<file path="config.mk">
export PLATFORM = sky130hd
export DESIGN_NAME = alu_sequencer
export DESIGN_NICKNAME = d
export VERILOG_FILES = /design/src/rtl/alu_sequencer.sv
export SDC_FILE = /design/constraint.sdc
export NUM_CORES = 1
export LEC_CHECK = 0
export BUFFER_PORTS_ARGS = -buffer_cell sky130_fd_sc_hd__buf_4
export CAP_MARGIN = 10
export CORE_UTILIZATION = 50
export DETAILED_ROUTE_END_ITERATION = 6
export MAX_ROUTING_LAYER = met4
export PLACE_DENSITY = 0.84
export SLEW_MARGIN = 20
export SYNTH_ARGS = -nofsm -noshare
export SYNTH_HDL_FRONTEND = slang
export SYNTH_SLANG_ARGS = --single-unit
</file>
<file path="constraint.sdc">
create_clock -name clk -period 2.75 [get_ports clk]
set_input_delay 0.55 -clock clk [delete_from_list [all_inputs] [get_ports clk]]
set_output_delay 0.55 -clock clk [all_outputs]
set_load 0.01 [all_outputs]
</file>
<file path="src/rtl/alu_sequencer.sv">
// Multicycle control FSM for the simple-RISC datapath: holds the instruction register, decodes
// MOV/ALU instructions and drives one datapath step per clock behind a start/wait handshake.
module alu_sequencer (
  input  logic        clk,
  input  logic        reset,
  input  logic [15:0] in,
  input  logic        load,
  input  logic        s,
  output logic        w,
  output logic        err,
  output logic [2:0]  readnum,
  output logic [2:0]  writenum,
  output logic        write,
  output logic [1:0]  vsel,
  output logic        loada,
  output logic        loadb,
  output logic        loadc,
  output logic        loads,
  output logic        asel,
  output logic        bsel,
  output logic [1:0]  shift,
  output logic [1:0]  ALUop,
  output logic [15:0] sximm8
);

  typedef enum logic [2:0] {
    StWait,
    StDecode,
    StGetA,
    StGetB,
    StExec,
    StWriteReg,
    StWriteImm
  } state_e;

  state_e      state_q, state_d;
  logic [15:0] ir_q, ir_d;
  logic        err_q, err_d;

  logic [2:0] opcode, rn, rd, rm;
  logic [1:0] op, sh;
  logic       is_mov_imm, is_mov_reg, is_alu, is_cmp, is_mvn;

  assign opcode = ir_q[15:13];
  assign op     = ir_q[12:11];
  assign rn     = ir_q[10:8];
  assign rd     = ir_q[7:5];
  assign sh     = ir_q[4:3];
  assign rm     = ir_q[2:0];

  assign is_mov_imm = (opcode == 3'b110) && (op == 2'b10);
  assign is_mov_reg = (opcode == 3'b110) && (op == 2'b00);
  assign is_alu     = (opcode == 3'b101);
  assign is_cmp     = is_alu && (op == 2'b01);
  assign is_mvn     = is_alu && (op == 2'b11);

  always_ff @(posedge clk or negedge reset) begin
    if (!reset) begin
      state_q <= StWait;
      ir_q    <= 16'h0000;
      err_q   <= 1'b0;
    end else begin
      state_q <= state_d;
      ir_q    <= ir_d;
      err_q   <= err_d;
    end
  end

  always_comb begin
    state_d = state_q;
    ir_d    = ir_q;
    err_d   = err_q;
    unique case (state_q)
      StWait: begin
        if (load) ir_d = in;
        if (s) begin
          state_d = StDecode;
          err_d   = 1'b0;
        end
      end
      StDecode: begin
        if (is_mov_imm) begin
          state_d = StWriteImm;
        end else if (is_mov_reg || is_mvn) begin
          state_d = StGetB;
        end else if (is_alu) begin
          state_d = StGetA;
        end else begin
          state_d = StWait;
          err_d   = 1'b1;
        end
      end
      StGetA:     state_d = StGetB;
      StGetB:     state_d = StExec;
      StExec:     state_d = is_cmp ? StWait : StWriteReg;
      StWriteReg: state_d = StWait;
      StWriteImm: state_d = StWait;
      default:    state_d = StWait;
    endcase
  end

  always_comb begin
    w        = 1'b0;
    readnum  = 3'b000;
    writenum = 3'b000;
    write    = 1'b0;
    vsel     = 2'b00;
    loada    = 1'b0;
    loadb    = 1'b0;
    loadc    = 1'b0;
    loads    = 1'b0;
    asel     = 1'b0;
    bsel     = 1'b0;
    shift    = 2'b00;
    ALUop    = 2'b00;
    unique case (state_q)
      StWait: w = 1'b1;
      StDecode: ;
      StGetA: begin
        readnum = rn;
        loada   = 1'b1;
      end
      StGetB: begin
        readnum = rm;
        loadb   = 1'b1;
      end
      StExec: begin
        shift = sh;
        // MOV reg passes B straight through as 0 + B.
        asel  = is_mov_reg;
        ALUop = is_mov_reg ? 2'b00 : op;
        loads = is_cmp;
        loadc = !is_cmp;
      end
      StWriteReg: begin
        writenum = rd;
        write    = 1'b1;
      end
      StWriteImm: begin
        writenum = rn;
        vsel     = 2'b10;
        write    = 1'b1;
      end
      default: ;
    endcase
  end

  assign err    = err_q;
  assign sximm8 = {{8{ir_q[7]}}, ir_q[7:0]};

endmodule

</file>
---- After elaboration in Yosys (flattened, before gate mapping) ----
Index checks and enable logic that the tools add are counted.
word-level totals
  bits in registers ....................... 20
  latch bits .............................. 0
  bits in writable memories ............... 0
  bits in read-only memories .............. 0
  input bits .............................. 20
  word-level logic and storage cells ...... 54
  memories kept ........................... 0
cells by class
  $add $sub $neg .......................... 0
  multipliers ............................. 0
  div/mod/pow operators ................... 0
  magnitude comparators ................... 0
  equality and inequality tests ........... 15
  shifts and indexed selects .............. 0
  mux-type cells .......................... 24
  bitwise gates (word level) .............. 0
  reduce and logical (&&, ||, !) cells .... 12
operators with widths
  kind                                                  count
  equality test 3 bit (second input constant)           5
  one-hot mux 3 bit (5 select lines)                    1
  2-to-1 mux 2 bit                                      6
  one-hot mux 3 bit (2 select lines)                    2
  2-to-1 mux 1 bit                                      11
  2-to-1 mux 3 bit                                      3
  != test 2 bit (second input constant)                 4
  equality test 3 x 2 -> 1 bit (second input constant)  2
  AND reduction 5 bit                                   1
  equality test 2 bit (second input constant)           2
  logical AND 1 bit                                     4
  equality test 3 x 1 -> 1 bit (second input constant)  1
  logical NOT 3 bit                                     1
  equality test 2 x 1 -> 1 bit (second input constant)  1
  logical NOT 2 bit                                     1
  one-hot mux 1 bit (2 select lines)                    1
  AND reduction 2 bit                                   1
  nonzero test 2 bit                                    1
  OR reduction 2 bit                                    1
  logical NOT 1 bit                                     1
  logical OR 1 bit                                      1

---- Logic depth before layout (Yosys ltp) ----
  word-level depth ........................ 6
  gate-level depth with buffers ........... 6

---- Worst setup path after synthesis ----
Ideal clock, no wire load.
  path type ............................... reg2out
  start point ............................. register state_q[0]
  end point ............................... output writenum[0]
  data arrival time ....................... 1.147 ns
  path slack .............................. 1.053 ns
  stages on the path, launching flop included .. 5
  path buffers ............................ 1
  path through ............................ dfrtp_1 buf_2 nor2b_1 a22oi_1 nor2b_1
between the ends
  cells in the longest elaborated chain, start to end .. 2
  elaborated cells on any way between the ends .. 3
  those cells by class .................... eq/ne (2); mux (1)
ends and longest elaborated chain
  what                                  RTL line  text
  from (decl)                           36        state_e state_q, state_d;
  from (signal assigned)                59        state_q <= StWait;
  from (signal assigned)                63        state_q <= state_d;
  equality test 3 bit                   116       unique case (state_q)
  one-hot mux 3 bit (2 select lines) *  116
  to (decl)                             12        output logic [2:0] writenum,
Mark *: on every way between the ends. The rest lies on a longest branch, timed or not.

---- Worst setup path in the final report ----
  start point ............................. register state_q[2]
  end point ............................... output loadc
between the ends
  cells in the longest elaborated chain, start to end .. 2
ends and longest elaborated chain
  what                 RTL line  text
  equality test 3 bit  116
  2-to-1 mux 1 bit     116
  to (decl)            17        output logic loadc,
Every way passes these cells.

==> flow_metrics.env <==
export IMPL_syn_cell_area_sq_um=1257
export IMPL_critPathLaunchType="flip-flop"
export IMPL_ctsHtreeMaxLevel=1
export IMPL_routedWlPerCell_um=13.96
export IMPL_fin_worst_hold_slack_ns=0.1176
export IMPL_worst_endpoint_required_ns=2.20
export IMPL_final_hold_violation_count=0
export IMPL_ir_worst_vdd_mv=0.6356
export IMPL_synthToLayoutAreaGrowth_pct=21.99
export IMPL_clock_path_buffers=2
export IMPL_die_y_um=52.15
export IMPL_finalSetupViolCount=0
export IMPL_layout_utilization_pct=66.78
export IMPL_critical_path_max_fanout=13
export IMPL_arrival_ns=1.70
export IMPL_most_common_layout_cells="buf_4 (54), dfrtp_1 (20), mux2_4 (10)"
export IMPL_postCtsHoldBufs=0
export IMPL_grt_max_degree=21
export IMPL_worstSetupEndpointType="output port"
export IMPL_grt_use_total_pct=20.60
export IMPL_ctsResizeCount=0
export IMPL_yosys_register_bits=20
export IMPL_vias_in_the_first_global_route=879
export IMPL_number_of_nets_in_the_layout=171
export IMPL_cts_tree="yes"
export IMPL_die_area_sq_um=2720
export IMPL_final_min_period_over_clock_period_pct=81.77
export IMPL_clock_sink_count=20
export IMPL_drt_pass1_iter_count=4
export IMPL_synthTopCellsByArea="dfrtp_1 (40%), mux2_4 (12%), buf_4 (11%)"
export IMPL_power_leakage_uw=0.0007485
export IMPL_drc_markers=0
export IMPL_tns_ns=0
export IMPL_timing_final_ws_setup_ns=0.5012
export IMPL_ioPinCount=57
export IMPL_route_antenna_remaining_nets=0
export IMPL_drive_above_1_share_pct=51.01
export IMPL_vias_per_cell=5.282
export IMPL_unrepaired_setup_endpoints_after_global_routing="false"
export IMPL_timing_fmax_mhz=444.7
export IMPL_totalPowerFinal_uw=1575
export IMPL_timing_setup_critical_path_class="reg2out"
export IMPL_cts_buffers=3
export IMPL_synth_top_cell_by_area="dfrtp_1"
export IMPL_antenna_found_initial=0
export IMPL_run_status="finished clean"
export IMPL_synth_yosys_seq_area_share_pct=39.80
export IMPL_postSynthCellCount=114
export IMPL_clock_tree_root="clkbuf_4"
export IMPL_globalRouteOverflowTotal=0
export IMPL_clk_latency_ns=0.29
export IMPL_leading_cell_type_in_the_layout_fill_and_taps_excluded="buf_4"
export IMPL_io_buffer_count=54
export IMPL_timing_clock_skew_ns=0.008117
export IMPL_powerDensity_nw_per_um2=1026
export IMPL_antenna_diode_count=0
export IMPL_netlist_area_leader_share_pct=39.80
export IMPL_min_path_type="in2async"
export IMPL_drt_total_wl_mm=2.471
export IMPL_ys_warnings_count=0
export IMPL_synth_cell_types=32
export IMPL_worst_r2r_path_depth=3
export IMPL_final_max_slew_violation_count=0
export IMPL_core_region_area_sq_um=2297
export IMPL_cts_clk_slew_worst_paths_ns=0.11
export IMPL_global_route_wire_length_before_repair_mm=3.960
export IMPL_fp_dieW_um=52.15
export IMPL_placementRows=17
export IMPL_effective_utilization_at_floorplan_pct=54.74
export IMPL_fill_count=189
export IMPL_syn_mean_instance_area_sq_um=11.03
export IMPL_place_detailed_hpwl_mm=1.916
export IMPL_regToRegSetupSlack_ns=1.09
export IMPL_postCtsSetupRepairBufs=0
export IMPL_cap_viol_max_count=0
export IMPL_drt_iter0_drc=26
export IMPL_finalWeightedCongestion=0.7960
export IMPL_via_count_of_the_routed_design=935
export IMPL_pre_cts_ws_ns=0.8386
export IMPL_post_route_min_period_ns=2.249
## path summary, 6_finish.rpt
path / end / startpoint
worst max-delay path: loadc / state_q[2]
worst min register to register: ir_q[4] / ir_q[4]
min in group clk: ir_q[1] / in[1]
worst max register to register: ir_q[4] / state_q[0]
worst min-delay path: ir_q[7] / reset
max in group asynchronous: ir_q[4] / reset
## synthesized netlist by cell type
library cell,number
nand3b_1,1
o21ai_1,1
mux2_4,10
buf_6,1
nor3b_1,1
mux2i_1,3
o22ai_1,1
o311ai_1,1
and2_1,7
mux2_2,6
clkbuf_1,1
buf_8,1
dfrtp_1,20
a31oi_1,2
inv_1,2
nor3b_2,1
nor4b_1,1
o21ai_0,3
nor2_1,9
nor2b_1,6
o21a_1,1
nand2_1,3
buf_2,1
buf_4,18
a22oi_1,3
a311o_1,1
conb_1,1
nor3_4,1
a21boi_0,1
buf_12,1
and2_4,1
nand2b_1,4
## critical path: stages, from the launching register on
cell     delay (ns)
dfrtp_1        0.58
nor3b_2        0.45
o21ai_1        0.19
inv_1          0.09
buf_4          0.11
## state kept, by name, summed over array words and instances, names as in the netlist
register	flops
err	1
state_q	3
ir_q	16
## layer usage
metal | track usage [%] | part of all wire (%)
met1 | 26.11 | 43
met2 | 32.48 | 50
met3 | 2.924 | 4.9
met4 | 9.649 | 1.4
met5 | - | 0
## cell families after synthesis
| kind of cell | synth area share (%) |
|---|---|
| simple gates | 16.92 |
| buf+inv | 15.72 |
| flops | 39.80 |
| mux | 19.70 |
| compound gates | 7.562 |
| other cells | 0.2982 |
## layout make-up
| cell class | count | area, sq um | share of cell area [%] |
|---|---|---|---|
| Clock buffer | 3 | 22.52 | 1.468 |
| Inverter | 2 | 7.507 | 0.4894 |
| Multi-Input combinational cell | 70 | 563.0 | 36.70 |
| Sequential cell | 20 | 500.5 | 32.63 |
| Tap cell | 28 | 35.03 | 2.284 |
| Timing Repair Buffer | 54 | 405.4 | 26.43 |
## where the power goes
| part | leakage [uW] | internal (uW) | switching [uW] |
|---|---|---|---|
| registers | 0.000238 | 435 | 189 |
| logic | 0.000497 | 495 | 322 |
| clock network | 0.0000138 | 50.8 | 83.2 |
## metrics by stage
step | instances | instance area [sq um]
after global placement | 174 | 1511
final | 177 | 1534
after floorplan | 115 | 1261
after CTS | 177 | 1534
after detailed placement | 174 | 1511
after global routing | 177 | 1534
Note: power is estimated with default switching activity, not from simulation.
